$ cat src/rtl/alu_issue_stage.sv
// ID/EX issue stage: decodes ALU control into an Operation code and buffers operands in a 2-entry skid.
// Optional ALU_ISSUE_PERF_EN adds perf_issued/perf_stall counters.
module alu_issue_stage #(
    parameter int unsigned DATA_WIDTH    = 32,
    parameter int unsigned OPCODE_LENGTH = 4
) (
    input  logic                     clk,
    input  logic                     reset,
    input  logic                     flush,
    input  logic                     in_valid,
    output logic                     in_ready,
    input  logic [1:0]               alu_op,
    input  logic [2:0]               funct3,
    input  logic                     funct7b5,
    input  logic                     alu_src,
    input  logic [DATA_WIDTH-1:0]    rs1_data,
    input  logic [DATA_WIDTH-1:0]    rs2_data,
    input  logic [DATA_WIDTH-1:0]    imm,
    output logic                     out_valid,
    input  logic                     out_ready,
    output logic [DATA_WIDTH-1:0]    SrcA,
    output logic [DATA_WIDTH-1:0]    SrcB,
    output logic [OPCODE_LENGTH-1:0] Operation,
`ifdef ALU_ISSUE_PERF_EN
    output logic [31:0]              perf_issued,
    output logic [31:0]              perf_stall,
`endif
    output logic                     out_illegal
);

    localparam logic [OPCODE_LENGTH-1:0] OpAnd = OPCODE_LENGTH'(4'b0000);
    localparam logic [OPCODE_LENGTH-1:0] OpOr  = OPCODE_LENGTH'(4'b0001);
    localparam logic [OPCODE_LENGTH-1:0] OpAdd = OPCODE_LENGTH'(4'b0010);
    localparam logic [OPCODE_LENGTH-1:0] OpSub = OPCODE_LENGTH'(4'b0011);
    localparam logic [OPCODE_LENGTH-1:0] OpSll = OPCODE_LENGTH'(4'b0100);
    localparam logic [OPCODE_LENGTH-1:0] OpSrl = OPCODE_LENGTH'(4'b0101);
    localparam logic [OPCODE_LENGTH-1:0] OpSra = OPCODE_LENGTH'(4'b0111);
    localparam logic [OPCODE_LENGTH-1:0] OpEq  = OPCODE_LENGTH'(4'b1000);
    localparam logic [OPCODE_LENGTH-1:0] OpXor = OPCODE_LENGTH'(4'b1001);
    localparam logic [OPCODE_LENGTH-1:0] OpLt  = OPCODE_LENGTH'(4'b1100);

    typedef struct packed {
        logic                     illegal;
        logic [OPCODE_LENGTH-1:0] op;
        logic [DATA_WIDTH-1:0]    a;
        logic [DATA_WIDTH-1:0]    b;
    } entry_t;

    logic [OPCODE_LENGTH-1:0] dec_op;
    logic                     dec_illegal;
    logic                     dec_shift;
    logic [DATA_WIDTH-1:0]    src_b_raw;
    entry_t                   new_entry;

    entry_t main_q, main_d, skid_q, skid_d;
    logic   main_valid_q, main_valid_d;
    logic   skid_valid_q, skid_valid_d;
    logic   in_ready_q;
    logic   accept, consume;

    always_comb begin
        dec_op      = OpAdd;
        dec_illegal = 1'b0;
        unique case (alu_op)
            2'b00: dec_op = OpAdd;
            2'b01: begin
                unique case (funct3)
                    3'b000, 3'b001: dec_op = OpEq;
                    // Unsupported branch compares travel as illegal with a neutral code.
                    3'b010, 3'b011: begin
                        dec_op      = OpAnd;
                        dec_illegal = 1'b1;
                    end
                    default: dec_op = OpLt;
                endcase
            end
            2'b10, 2'b11: begin
                unique case (funct3)
                    3'b000: dec_op = (alu_op == 2'b10 && funct7b5) ? OpSub : OpAdd;
                    3'b001: dec_op = OpSll;
                    3'b010: dec_op = OpLt;
                    3'b011: begin
                        dec_op      = OpAnd;
                        dec_illegal = 1'b1;
                    end
                    3'b100: dec_op = OpXor;
                    3'b101: dec_op = funct7b5 ? OpSra : OpSrl;
                    3'b110: dec_op = OpOr;
                    3'b111: dec_op = OpAnd;
                endcase
            end
        endcase
    end

    assign dec_shift = (dec_op == OpSll) || (dec_op == OpSrl) || (dec_op == OpSra);
    assign src_b_raw = alu_src ? imm : rs2_data;

    always_comb begin
        new_entry.illegal = dec_illegal;
        new_entry.op      = dec_op;
        new_entry.a       = rs1_data;
        new_entry.b       = src_b_raw;
        // The ALU takes its shift amount from SrcB[24:20].
        if (dec_shift) begin
            new_entry.b        = '0;
            new_entry.b[24:20] = src_b_raw[4:0];
        end
    end

    assign accept  = in_valid && in_ready_q;
    assign consume = main_valid_q && out_ready;

    always_comb begin
        main_d       = main_q;
        main_valid_d = main_valid_q;
        skid_d       = skid_q;
        skid_valid_d = skid_valid_q;
        if (!main_valid_q || consume) begin
            // Skid entry is older than anything arriving now, so it moves up first.
            if (skid_valid_q) begin
                main_d       = skid_q;
                main_valid_d = 1'b1;
                skid_valid_d = accept;
                if (accept) begin
                    skid_d = new_entry;
                end
            end else if (accept) begin
                main_d       = new_entry;
                main_valid_d = 1'b1;
            end else begin
                main_valid_d = 1'b0;
            end
        end else if (accept) begin
            skid_d       = new_entry;
            skid_valid_d = 1'b1;
        end
    end

    always_ff @(posedge clk) begin
        if (reset) begin
            main_q       <= '0;
            skid_q       <= '0;
            main_valid_q <= 1'b0;
            skid_valid_q <= 1'b0;
            in_ready_q   <= 1'b1;
        end else if (flush) begin
            main_valid_q <= 1'b0;
            skid_valid_q <= 1'b0;
            in_ready_q   <= 1'b1;
        end else begin
            main_q       <= main_d;
            skid_q       <= skid_d;
            main_valid_q <= main_valid_d;
            skid_valid_q <= skid_valid_d;
            in_ready_q   <= !skid_valid_d;
        end
    end

`ifdef ALU_ISSUE_PERF_EN
    logic [31:0] perf_issued_q, perf_stall_q;

    always_ff @(posedge clk) begin
        if (reset) begin
            perf_issued_q <= '0;
            perf_stall_q  <= '0;
        end else begin
            if (consume) begin
                perf_issued_q <= perf_issued_q + 32'd1;
            end
            if (main_valid_q && !out_ready) begin
                perf_stall_q <= perf_stall_q + 32'd1;
            end
        end
    end

    assign perf_issued = perf_issued_q;
    assign perf_stall  = perf_stall_q;
`endif

    assign in_ready    = in_ready_q;
    assign out_valid   = main_valid_q;
    assign SrcA        = main_q.a;
    assign SrcB        = main_q.b;
    assign Operation   = main_q.op;
    assign out_illegal = main_q.illegal;

endmodule

$ cat config.mk
export PLATFORM = sky130hd
export DESIGN_NAME = alu_issue_stage
export DESIGN_NICKNAME = d
export VERILOG_FILES = /design/src/rtl/alu_issue_stage.sv
export SDC_FILE = /design/constraint.sdc
export NUM_CORES = 1
export LEC_CHECK = 0
export CAP_MARGIN = 20
export CORE_ASPECT_RATIO = 0.9
export CORE_UTILIZATION = 51
export DETAILED_ROUTE_END_ITERATION = 12
export PLACE_DENSITY = 0.92
export SETUP_SLACK_MARGIN = 0.3
export SLEW_MARGIN = 20
export SYNTH_ARGS = -nofsm -noshare
export SYNTH_HDL_FRONTEND = slang
export SYNTH_SLANG_ARGS = --single-unit
$ cat constraint.sdc
create_clock -name clk -period 2.8 [get_ports clk]
set_clock_uncertainty 0.05 [all_clocks]
set_input_delay 0.56 -clock clk [delete_from_list [all_inputs] [get_ports clk]]
set_output_delay 0.56 -clock clk [all_outputs]
set_load 0.02 [all_outputs]
==> metrics.txt <==
status completed; Synth Flop Type dfxtp_1; leakage 3.006 nW; Die Ht 105.8 µm; Top Family by Delay on Critical Path buffers and inverters; EDFF count, synth 0; post-synthesis cell type count 32; H-Tree Depth 4; Async SR Flop Fraction 0%; CP startpoint funct3[0]; Max FO, Critical Path 19; worst path arrival time 2.34 ns; Tcrit/Tclk final 76.25%; Slew headroom 43.43%; startpoint types primary input; Slowest cell on crit path clkdlybuf4s50_1; Design Power 0.005005 W; Row Count 37; DRC 0; worst path bufs/invs 2; CP Class primary input to register; Syn Nets 836; highest-count cells in the layout ignoring fill and taps clkdlybuf4s50_1 (176), dfxtp_1 (140), nand2_1 (119); total wire length 15,760 µm; antenna violations before repair 0; post-DP HPWL 10,330 µm; clock-pin transition on the worst setup and hold timing paths 0.06 ns; Multi-input gate area 3013 µm²; RePlAce Congestion 0.8342; setup TNS 0 ns; Final Hold Fails 0; Clock Latency Late Sink 0.41 ns; Max Transition Viols Final 0; CP peak stage delay 0.63 ns; Sequential Area 2826 µm²; DR vias 5,720; vias per inst 5.479; max_cap viols 0; worst hold slack 0.4016 ns; Post-CTS Hold Buffers 0; CP Cell Sequence clkdlybuf4s50_1, and3b_2, buf_4, nor3_1, a211oi_1, nor3_1; cell count after synthesis 728; hold path startpoint skid_q[4]$_SDFFE_PP0P_; Port Buf Inserts 178; nets@finish 985; Post-Syn Area per Cell 8.389 µm²; CTS max path bufs 2; Placed Instances 1,014; Die ar. 12,420 µm²; Mapped Area 6107 µm²; PostCTS Resize Cnt 0; CTS tree yes; vias in the first global route 5,485; RSZ-0062 raised after global routing false; Area Growth Syn to Fin 40.71%; maximum clock frequency 0.4684 GHz; share of layout cells above drive strength 1 6.419%; yosys synthesis warning count 0; crit path time final 2.135 ns; GRT Overall Usage 25.87%; Max IR drop VDD 0.5262 mV; final setup fails 0; number of setup buffers added after CTS 0; CP dominant cell by count nor3_1; DR iter-0 viols 434; post-route non-filler standard cell count 1,044; CTS root buf clkbuf_16; Setup crit end kind register; CP required 3.01 ns; Num CTS Buffers 17; Core Footprint 11,530 µm²; leading cell type in the layout, fill and taps excluded clkdlybuf4s50_1; Cell Pwr Density 582.4 nW/µm²; Initial Utilization 52.98%; largest net degree at the start of global routing 68; FF-to-FF Start out_valid$_SDFFE_PP0N_; Diodes inserted 0; Die W 117.4 µm; Worst Tran Pin Value 0.8485 ns; drt pass-1 iters 5; io pins 179; Final Core Density 74.55%; fillcell total 821; antenna-violating nets left 0; global route total overflow 0; clk sinks 141; first-pass GRT wire length 25,940 µm; worst min-delay path class register to register; post-synthesis sequential area ratio 46.22%; FF+latch count, synth 141; wire per inst 15.10 µm
## cell families (layout without fill, tap and decap cells)
logic type             Yosys count  in the layout  share of synthesized area [%]
AO/OA/AOI/OAI                  148            148                          15.41
buffers and inverters           69            229                          4.794
flip-flops                     141            141                          46.22
multiplexers                    70             70                          11.47
AND/OR/NAND/NOR                300            300                          22.11
## synth_stat cells (4+ instances only)
master	instances	share of area, %
mux2i_1	70	11
buf_2	21	1.7
a311oi_1	6	0.86
a21oi_1	72	5.9
nor3_1	59	4.8
nor2_1	73	4.5
clkbuf_1	45	2.8
nand2b_1	4	0.41
or3_1	29	3.0
dfxtp_1	141	46
nand2_1	119	7.3
a211oi_1	62	7.6
## power by group
| group | total (W) | switching, W | internal, W | leakage, nW |
|---|---|---|---|---|
| clock network | 0.00212 | 0.000789 | 0.00134 | 0.282 |
| registers | 0.00213 | 0.0000443 | 0.00209 | 1.15 |
| logic | 0.000748 | 0.000367 | 0.000382 | 1.57 |
| total | 0.00500 | 0.00120 | 0.00381 | 3.01 |
## state kept, by name, summed over array words and instances, names as in the netlist
signal and flops:
skid_valid_q 1, out_illegal 1, SrcA 32, SrcB 32, in_ready 1, skid_q 69
out_valid 1, Operation 4
## metrics by stage
step                      setup WS (ns)  cell area (µm²)
after floorplan                   1.036             6107
after global placement           0.2987             8038
after detailed placement         0.2586             8038
after CTS                        0.6794             8593
after global routing             0.5285             8593
final                            0.6649             8593
## area by class of cell
class	instances	share of cell area [%]
timing repair buffer	198	23.27
multi-input combinational	518	35.06
clock buffer	21	5.358
tap	156	2.271
clock inverter	9	1.107
sequential	141	32.89
inverter	1	0.04368
## worst reg2reg max path: stages, from the launching register on
cell,delay [ns]
dfxtp_1,0.42
nand2b_4,0.10
a211o_2,0.50
buf_4,0.26
or3_1,0.32
a21oi_1,0.14
## routing by layer
| metal | wire, µm | vias up | share of wire (%) | global-route usage [%] |
|---|---|---|---|---|
| li1 | - | 2851 | - | - |
| met1 | 6645 | 2643 | 42 | 30.66 |
| met2 | 7677 | 197 | 49 | 44.34 |
| met3 | 1063 | 29 | 6.7 | 6.818 |
| met4 | 376 | 0 | 2.4 | 10.76 |
| met5 | 0 | - | 0 | 0 |
## path summary, 6_finish.rpt
| check | cells past startpoint | slack, ns | endpoint |
|---|---|---|---|
| worst max-delay path | 6 | 0.66 | SrcB[16]$_SDFFE_PP0P_ |
| worst min-delay path | 2 | 0.40 | skid_q[4]$_SDFFE_PP0P_ |
| worst max register to register | 5 | 0.95 | skid_q[13]$_SDFFE_PP0P_ |
| worst min register to register | 2 | 0.40 | skid_q[4]$_SDFFE_PP0P_ |
No activity file was read; power rests on OpenSTA's default activity.
